--- src/rtl/imm_ext_pkg.sv ---
// Shared constants for the immediate-extension arbiter: extension modes and
// output-buffer state encoding.
package imm_ext_pkg;

  localparam logic [1:0] MODE_SIGN   = 2'b00;
  localparam logic [1:0] MODE_ZERO   = 2'b01;
  localparam logic [1:0] MODE_UPPER  = 2'b10;
  localparam logic [1:0] MODE_BRANCH = 2'b11;

  typedef enum logic {
    ST_EMPTY = 1'b0,
    ST_FULL  = 1'b1
  } buf_state_e;

endpackage

--- src/rtl/imm_ext_core.sv ---
// Purely combinational immediate extender: widens an IN_W immediate to
// 2*IN_W bits according to the selected mode.
module imm_ext_core
  import imm_ext_pkg::*;
#(
  parameter int IN_W = 16
) (
  input  logic [IN_W-1:0]   in_i,
  input  logic [1:0]        mode_i,
  output logic [2*IN_W-1:0] out_o
);

  always_comb begin
    out_o = {{IN_W{in_i[IN_W-1]}}, in_i};
    case (mode_i)
      MODE_SIGN:   out_o = {{IN_W{in_i[IN_W-1]}}, in_i};
      MODE_ZERO:   out_o = {{IN_W{1'b0}}, in_i};
      MODE_UPPER:  out_o = {in_i, {IN_W{1'b0}}};
      // Branch offset: sign-extend then scale by 4; the top two sign bits fall off.
      MODE_BRANCH: out_o = {{(IN_W-2){in_i[IN_W-1]}}, in_i, 2'b00};
      default:     out_o = {{IN_W{in_i[IN_W-1]}}, in_i};
    endcase
  end

endmodule

--- src/rtl/imm_ext_arbiter.sv ---
// Round-robin arbiter sharing one immediate extender between decode (port 0)
// and the matrix-address generator (port 1), with a single-entry output buffer.
module imm_ext_arbiter
  import imm_ext_pkg::*;
#(
  parameter int IN_W  = 16,
  parameter int OUT_W = 32,
  parameter int CNT_W = 16
) (
  input  logic             Clk,
  input  logic             Reset_n,
  input  logic             Req0Valid,
  input  logic             Req1Valid,
  output logic             Req0Ready,
  output logic             Req1Ready,
  input  logic [IN_W-1:0]  Req0In,
  input  logic [IN_W-1:0]  Req1In,
  input  logic [1:0]       Req0Mode,
  input  logic [1:0]       Req1Mode,
  output logic             OutValid,
  input  logic             OutReady,
  output logic [OUT_W-1:0] OutData,
  output logic             OutSrc,
  output logic [CNT_W-1:0] AcceptCnt,
  output buf_state_e       DbgState
);

  // Handshake: a requester's item transfers on a cycle where ReqNValid and
  // ReqNReady are both high; the result transfers where OutValid and OutReady
  // are both high. ReqNReady never depends on ReqNReady of the other port.

  buf_state_e       state_q;
  logic [OUT_W-1:0] data_q;
  logic             src_q;
  logic             last_grant_q;
  logic [CNT_W-1:0] cnt_q;

  logic             load_d;
  logic             grant_d;
  logic             accept_d;
  logic [IN_W-1:0]  mux_in_d;
  logic [1:0]       mux_mode_d;
  logic [OUT_W-1:0] ext_d;
  logic [CNT_W-1:0] cnt_inc_d;

  assign load_d = (state_q == ST_EMPTY) || OutReady;

  // Contested cycles go to the port that did not win last time.
  always_comb begin
    grant_d = 1'b0;
    if (Req0Valid && Req1Valid) grant_d = ~last_grant_q;
    else if (Req1Valid)         grant_d = 1'b1;
  end

  assign accept_d   = load_d && (Req0Valid || Req1Valid);
  assign Req0Ready  = accept_d && (grant_d == 1'b0);
  assign Req1Ready  = accept_d && (grant_d == 1'b1);
  assign mux_in_d   = grant_d ? Req1In : Req0In;
  assign mux_mode_d = grant_d ? Req1Mode : Req0Mode;
  assign cnt_inc_d  = cnt_q + {{(CNT_W-1){1'b0}}, 1'b1};

  imm_ext_core #(.IN_W(IN_W)) u_core (
    .in_i   (mux_in_d),
    .mode_i (mux_mode_d),
    .out_o  (ext_d)
  );

  always_ff @(posedge Clk or negedge Reset_n) begin
    if (!Reset_n) begin
      state_q      <= ST_EMPTY;
      data_q       <= '0;
      src_q        <= 1'b0;
      last_grant_q <= 1'b1;
      cnt_q        <= '0;
    end else begin
      if (accept_d) begin
        state_q      <= ST_FULL;
        data_q       <= ext_d;
        src_q        <= grant_d;
        last_grant_q <= grant_d;
        if (cnt_q != {CNT_W{1'b1}}) cnt_q <= cnt_inc_d;
      end else if (OutReady) begin
        state_q <= ST_EMPTY;
      end
    end
  end

  assign OutValid  = (state_q == ST_FULL);
  assign OutData   = data_q;
  assign OutSrc    = src_q;
  assign AcceptCnt = cnt_q;
  assign DbgState  = state_q;

endmodule

--- config.mk ---
export PLATFORM = sky130hd
export DESIGN_NAME = imm_ext_arbiter
export DESIGN_NICKNAME = d
export VERILOG_FILES = /design/src/rtl/imm_ext_pkg.sv /design/src/rtl/imm_ext_core.sv /design/src/rtl/imm_ext_arbiter.sv
export SDC_FILE = /design/constraint.sdc
export NUM_CORES = 1
export LEC_CHECK = 0
export ABC_CLOCK_PERIOD_IN_PS = 2400
export BUFFER_PORTS_ARGS = -buffer_cell sky130_fd_sc_hd__buf_4
export CORE_MARGIN = 2
export CORE_UTILIZATION = 54
export CTS_CLUSTER_DIAMETER = 200
export CTS_CLUSTER_SIZE = 16
export DETAILED_ROUTE_END_ITERATION = 6
export GPL_ROUTABILITY_DRIVEN = 0
export PLACE_DENSITY = 0.95
export SLEW_MARGIN = 5
export SYNTH_ARGS = -nofsm -noshare
export SYNTH_HDL_FRONTEND = slang
export SYNTH_SLANG_ARGS = --single-unit
--- constraint.sdc ---
create_clock -name Clk -period 2.4 [get_ports Clk]
set_input_delay 0.24 -clock Clk [delete_from_list [all_inputs] [get_ports Clk]]
set_output_delay 0.24 -clock Clk [all_outputs]
set_load 0.01 [all_outputs]
; After elaboration in Yosys (flattened, before gate mapping)
; Cells that the tools add are included.
[word_totals]
regBits = 51
latch_bits = 0
mem_bits_rw = 0
rom_bits = 0
inputBits = 41
output_inout_bits = 53
memories = 0
[classes]
add_sub_neg = 1
multipliers = 0
n_div = 0
order_cmp = 0
n_eq_ne = 4
n_shift = 0
muxes = 7
bitwise_logic = 3
reduce_logical = 9
[op_table]
columns = op, count
row1 = $pmux 32 s4, 1
row2 = $add 16x1->16 const B, 1
row3 = $mux 16, 1
row4 = $ne 16x16->1 const B, 1
row5 = $eq 2x2->1 const B, 2
row6 = $logic_and 1x1->1, 4
row7 = $mux 1, 4
row8 = $not 1->1, 3
row9 = $eq 2x1->1 const B, 1
row10 = $logic_not 2->1, 1
row11 = $logic_or 1x1->1, 2
row12 = $mux 2, 1
row13 = $reduce_and 2->1, 1
row14 = $reduce_bool 2->1, 1

; Longest topological paths before layout
[logic_depth]
ltp_word = 5
ltp_mapped = 6

; Modules after synthesis
; Synthesis repeated with hierarchy kept, for this count alone.
[hier_totals]
cells_unflattened = 301
area_unflattened_um2 = 2909.0
[modules_own_cells]
columns = module, n_inst, cells_per_inst, area_each_um2, seq_area_each_um2
row1 = imm_ext_arbiter, 1, 241, 2397.3, 1277.5
row2 = imm_ext_core, 1, 60, 511.7, 0.0

; Worst setup path after synthesis
; No wires, ideal clock.
[synth_path]
path_kind = register to register
start = register cnt_q[0], in the netlist AcceptCnt[0]
end = register cnt_q[1], in the netlist AcceptCnt[1]
setup_time_ns = 0.125
t_arrival_ns = 1.587
required_time_ns = 2.275
slack_ns = 0.689
path_stages_with_launch = 6
n_path_buf = 0
path_cell_list = dfrtp_1 -> ha_1 -> nand3_1 -> nor2_1 -> a21oi_1 -> mux2_2
[synth_between]
elab_chain_cells = 2
elab_cells_between_ends = 3
cone_classes = 1 x add/sub / 1 x eq/ne / 1 x reduce/logical
[synth_rtl]
columns = item, line_no
row1 = start: declaration, imm_ext_arbiter.sv:36  ; logic [CNT_W-1:0] cnt_q;
row2 = start signal: assignment, imm_ext_arbiter.sv:81  ; if (cnt_q != {CNT_W{1'b1}}) cnt_q <= cnt_inc_d;
row3 = "parallel branches: the longest is 2 deep, another holds $add 16x1->16", n/a
; Several ways; the timed one is not identified.
; A chain may end at the register's enable or synchronous reset.

; Worst setup path in the final report
; Ends and elaborated chain as after synthesis.

==> impl_metrics.ini <==
[synth]
syn-num-nets = 328
yosys.area.top_type_share = 0.456
syn_area_um2 = 2740
avgSynthCellArea_um2 = 9.59
synth_top_family_by_area = compound AO/OA/AOI/OAI gates
synthMostInstantiatedCell = dfrtp_1
ys.flop_type = dfrtp_1
async_flop_share = 1.00
synth_xor_area_frac = 0.0287
yosysSeqAreaShare = 0.466
muxShareOfSynthArea = 0.0392
synth_simple_gate_area_share = 0.195
netlist_instances = 286
synth-edff-count = 0
yosys.area_share.adder = 0.00456
yosys-top-cells-area = dfrtp_1, a221o_1, nand3_1
synthTopCellsByCount = dfrtp_1, nand2_1, nand3_1
ys_ff_latch = 51
synth_cell_types = 49
synth_compound_area_frac = 0.232
synth_warnings = 0
yosys.area.top_type = dfrtp_1

[critical_path]
path_class = flip-flop to flip-flop
crit_required_ns = 2.60
end_kind = flip-flop
start_kind = flip-flop
cp.arrival_ns = 2.13
path_max_fanout = 6

[timing]
finalCritPeriodShare = 0.805
slew_headroom = 0.514
finClkSkew_ns = 0.0105
finalSetupViolations = 0
drv_slew = 0
tightest_slew_ns = 0.726
rsz0062_at_grt = false
fmax_mhz = 517
finalHoldViolCount = 0
tns_ns = 0
fin_ws_ns = 0.468
post-route-min-period_ns = 1.93

[floorplanning]
die_h_um = 75.3
io_pins = 94
fp.dieW_um = 75.3
die-area_um2 = 5670
start_util = 0.570
rows = 25
core_region_area_um2 = 4820

[power_and_ir_drop]
p_per_area_nw_per_um2 = 770
p_clk_frac = 0.207
sw_frac_of_total = 0.341
power.leakage_nw = 1.69
p_comb_frac = 0.350
p_int_mw = 1.85
ir_worst_vdd_mv = 0.478
pwr-share-seq = 0.443
p_sw_uw = 959

[grt]
grt.total_usage = 0.289
antenna_found_initial = 0
grt_pass1_wl_mm = 12.4
grt_max_degree = 52
overflow = 0
grt_pass1_vias = 2537

[run]
drv_cap = 0

[layout]
area.sequential_um2 = 1280
num-fill-cells = 361
diodes = 0
nets = 421
area_growth_syn_to_layout_pct = 32.9
drive_above_1_share = 0.324
multi_input_area_um2 = 1390
stdcell_count = 447

[clock_network]
numCtsBuffers = 5
htreeDepth = 2
cts_resized = 0
clkTransAtPathRegs_ns = 0.09
hold_buffers = 1
cts_tree = done
cts_max_path_buffers = 2
clock_latency_ns = 0.31
clock_sinks = 51
cts-root-buf = clkbuf_8
cts_setup_buffers = 0

[route]
finalWirelength_mm = 8.11
vias = 2792
post_drt_wl_per_cell_um = 18.1
antenna_left = 0
drc_errors = 0
viasPerCell = 6.25
drtPass1Iterations = 5
drtIter0Drc = 403

[worst_hold_path]
hold_class = input port to flip-flop

[status]
status = finished, final reports clean

[placed_design]
portBuffers = 93
hpwl_mm = 5.88
dp_cells = 438
place_ws_ns = 0.550
-- cell families after synthesis --
family	Yosys count
and+or+nand+nor	108
xor gates and xnor gates	9
muxes	10
buffers and inverters	22
DFF	51
AOI/OAI and AO/OA	85
adders and majority gates	1
-- final timing paths --
kind                                     startpoint                  endpoint  slack, ns  depth (start not counted)
max in group asynchronous                   Reset_n   OutData[12]$_DFFE_PN0P_       1.48                          2
min in group asynchronous                   Reset_n      DbgState$_DFFE_PN0P_       0.49                          2
setup reg to reg           AcceptCnt[0]$_DFFE_PN0P_  AcceptCnt[1]$_DFFE_PN0P_       0.47                          5
hold / removal                            Req1Valid      DbgState$_DFFE_PN0P_       0.26                          3
setup / recovery           AcceptCnt[0]$_DFFE_PN0P_  AcceptCnt[1]$_DFFE_PN0P_       0.47                          5
hold reg to reg              OutData[0]$_DFFE_PN0P_    OutData[0]$_DFFE_PN0P_       0.50                          2
-- through the flow --
stage                util  power (mW)  area (µm²)  hold slack, ns
finish              0.757        2.81        3650           0.259
global route        0.757        2.95        3650           0.282
CTS                 0.757        2.80        3650           0.258
floorplan               -        1.71        2740         -0.0556
detailed placement  0.733        2.22        3530           0.303
global placement    0.733        2.19        3530           0.293
-- worst max-delay path, cell delays in order (launching register included) --
cell	delay, ns
dfrtp_1	0.43
ha_1	0.23
nand3_1	0.25
nor2_1	0.40
a21oi_1	0.19
mux2_2	0.32
-- final cells by class --
class / count / area share
timing repair buffer: 103 / 0.213
sequential: 51 / 0.350
inverter: 5 / 0.00515
clock inverter: 1 / 0.00823
tap: 67 / 0.0230
clock buffer: 7 / 0.0209
multi-input combinational: 213 / 0.380
-- sequential cells by signal, summed over array words and instances (netlist names) --
name	count
OutData	32
last_grant_q	1
AcceptCnt	16
DbgState	1
OutSrc	1
-- power groups by stage --
stage | Clock, mW | Combinational [mW] | Sequential (mW)
after floorplan | 0 | 0.405 | 1.30
after global placement | 0 | 0.942 | 1.25
after detailed placement | 0 | 0.972 | 1.25
after CTS | 0.585 | 0.979 | 1.24
after global routing | 0.619 | 1.06 | 1.27
final | 0.581 | 0.983 | 1.24
-- per-layer routing --
metal  vias to the layer above  GRT usage  share of wire
met3                        21     0.0522          0.088
met2                       195      0.443           0.48
met5                         -          0              0
met4                         0      0.117          0.026
li1                       1253          -              -
met1                      1323      0.407           0.41
-- layout by cell type (no fill, tap or decap), types with 2 or more instances in the layout --
cell type and count:
a31oi_1 3, o22a_1 5, dfrtp_1 50, a221o_1 21
nor2_1 10, a21oi_1 30, clkbuf_8 5, nor3_1 3
a221oi_1 2, inv_1 5, clkbuf_1 2, mux2_2 6
and2_1 2, nand2b_1 2, nor2b_1 5, a211oi_1 5
nand2_1 42, xor2_1 8, buf_4 102, mux2i_1 4
o21ai_0 3, a21o_1 2, nand3_1 33, nand4_1 3
No activity file was read; power rests on OpenSTA's default activity.
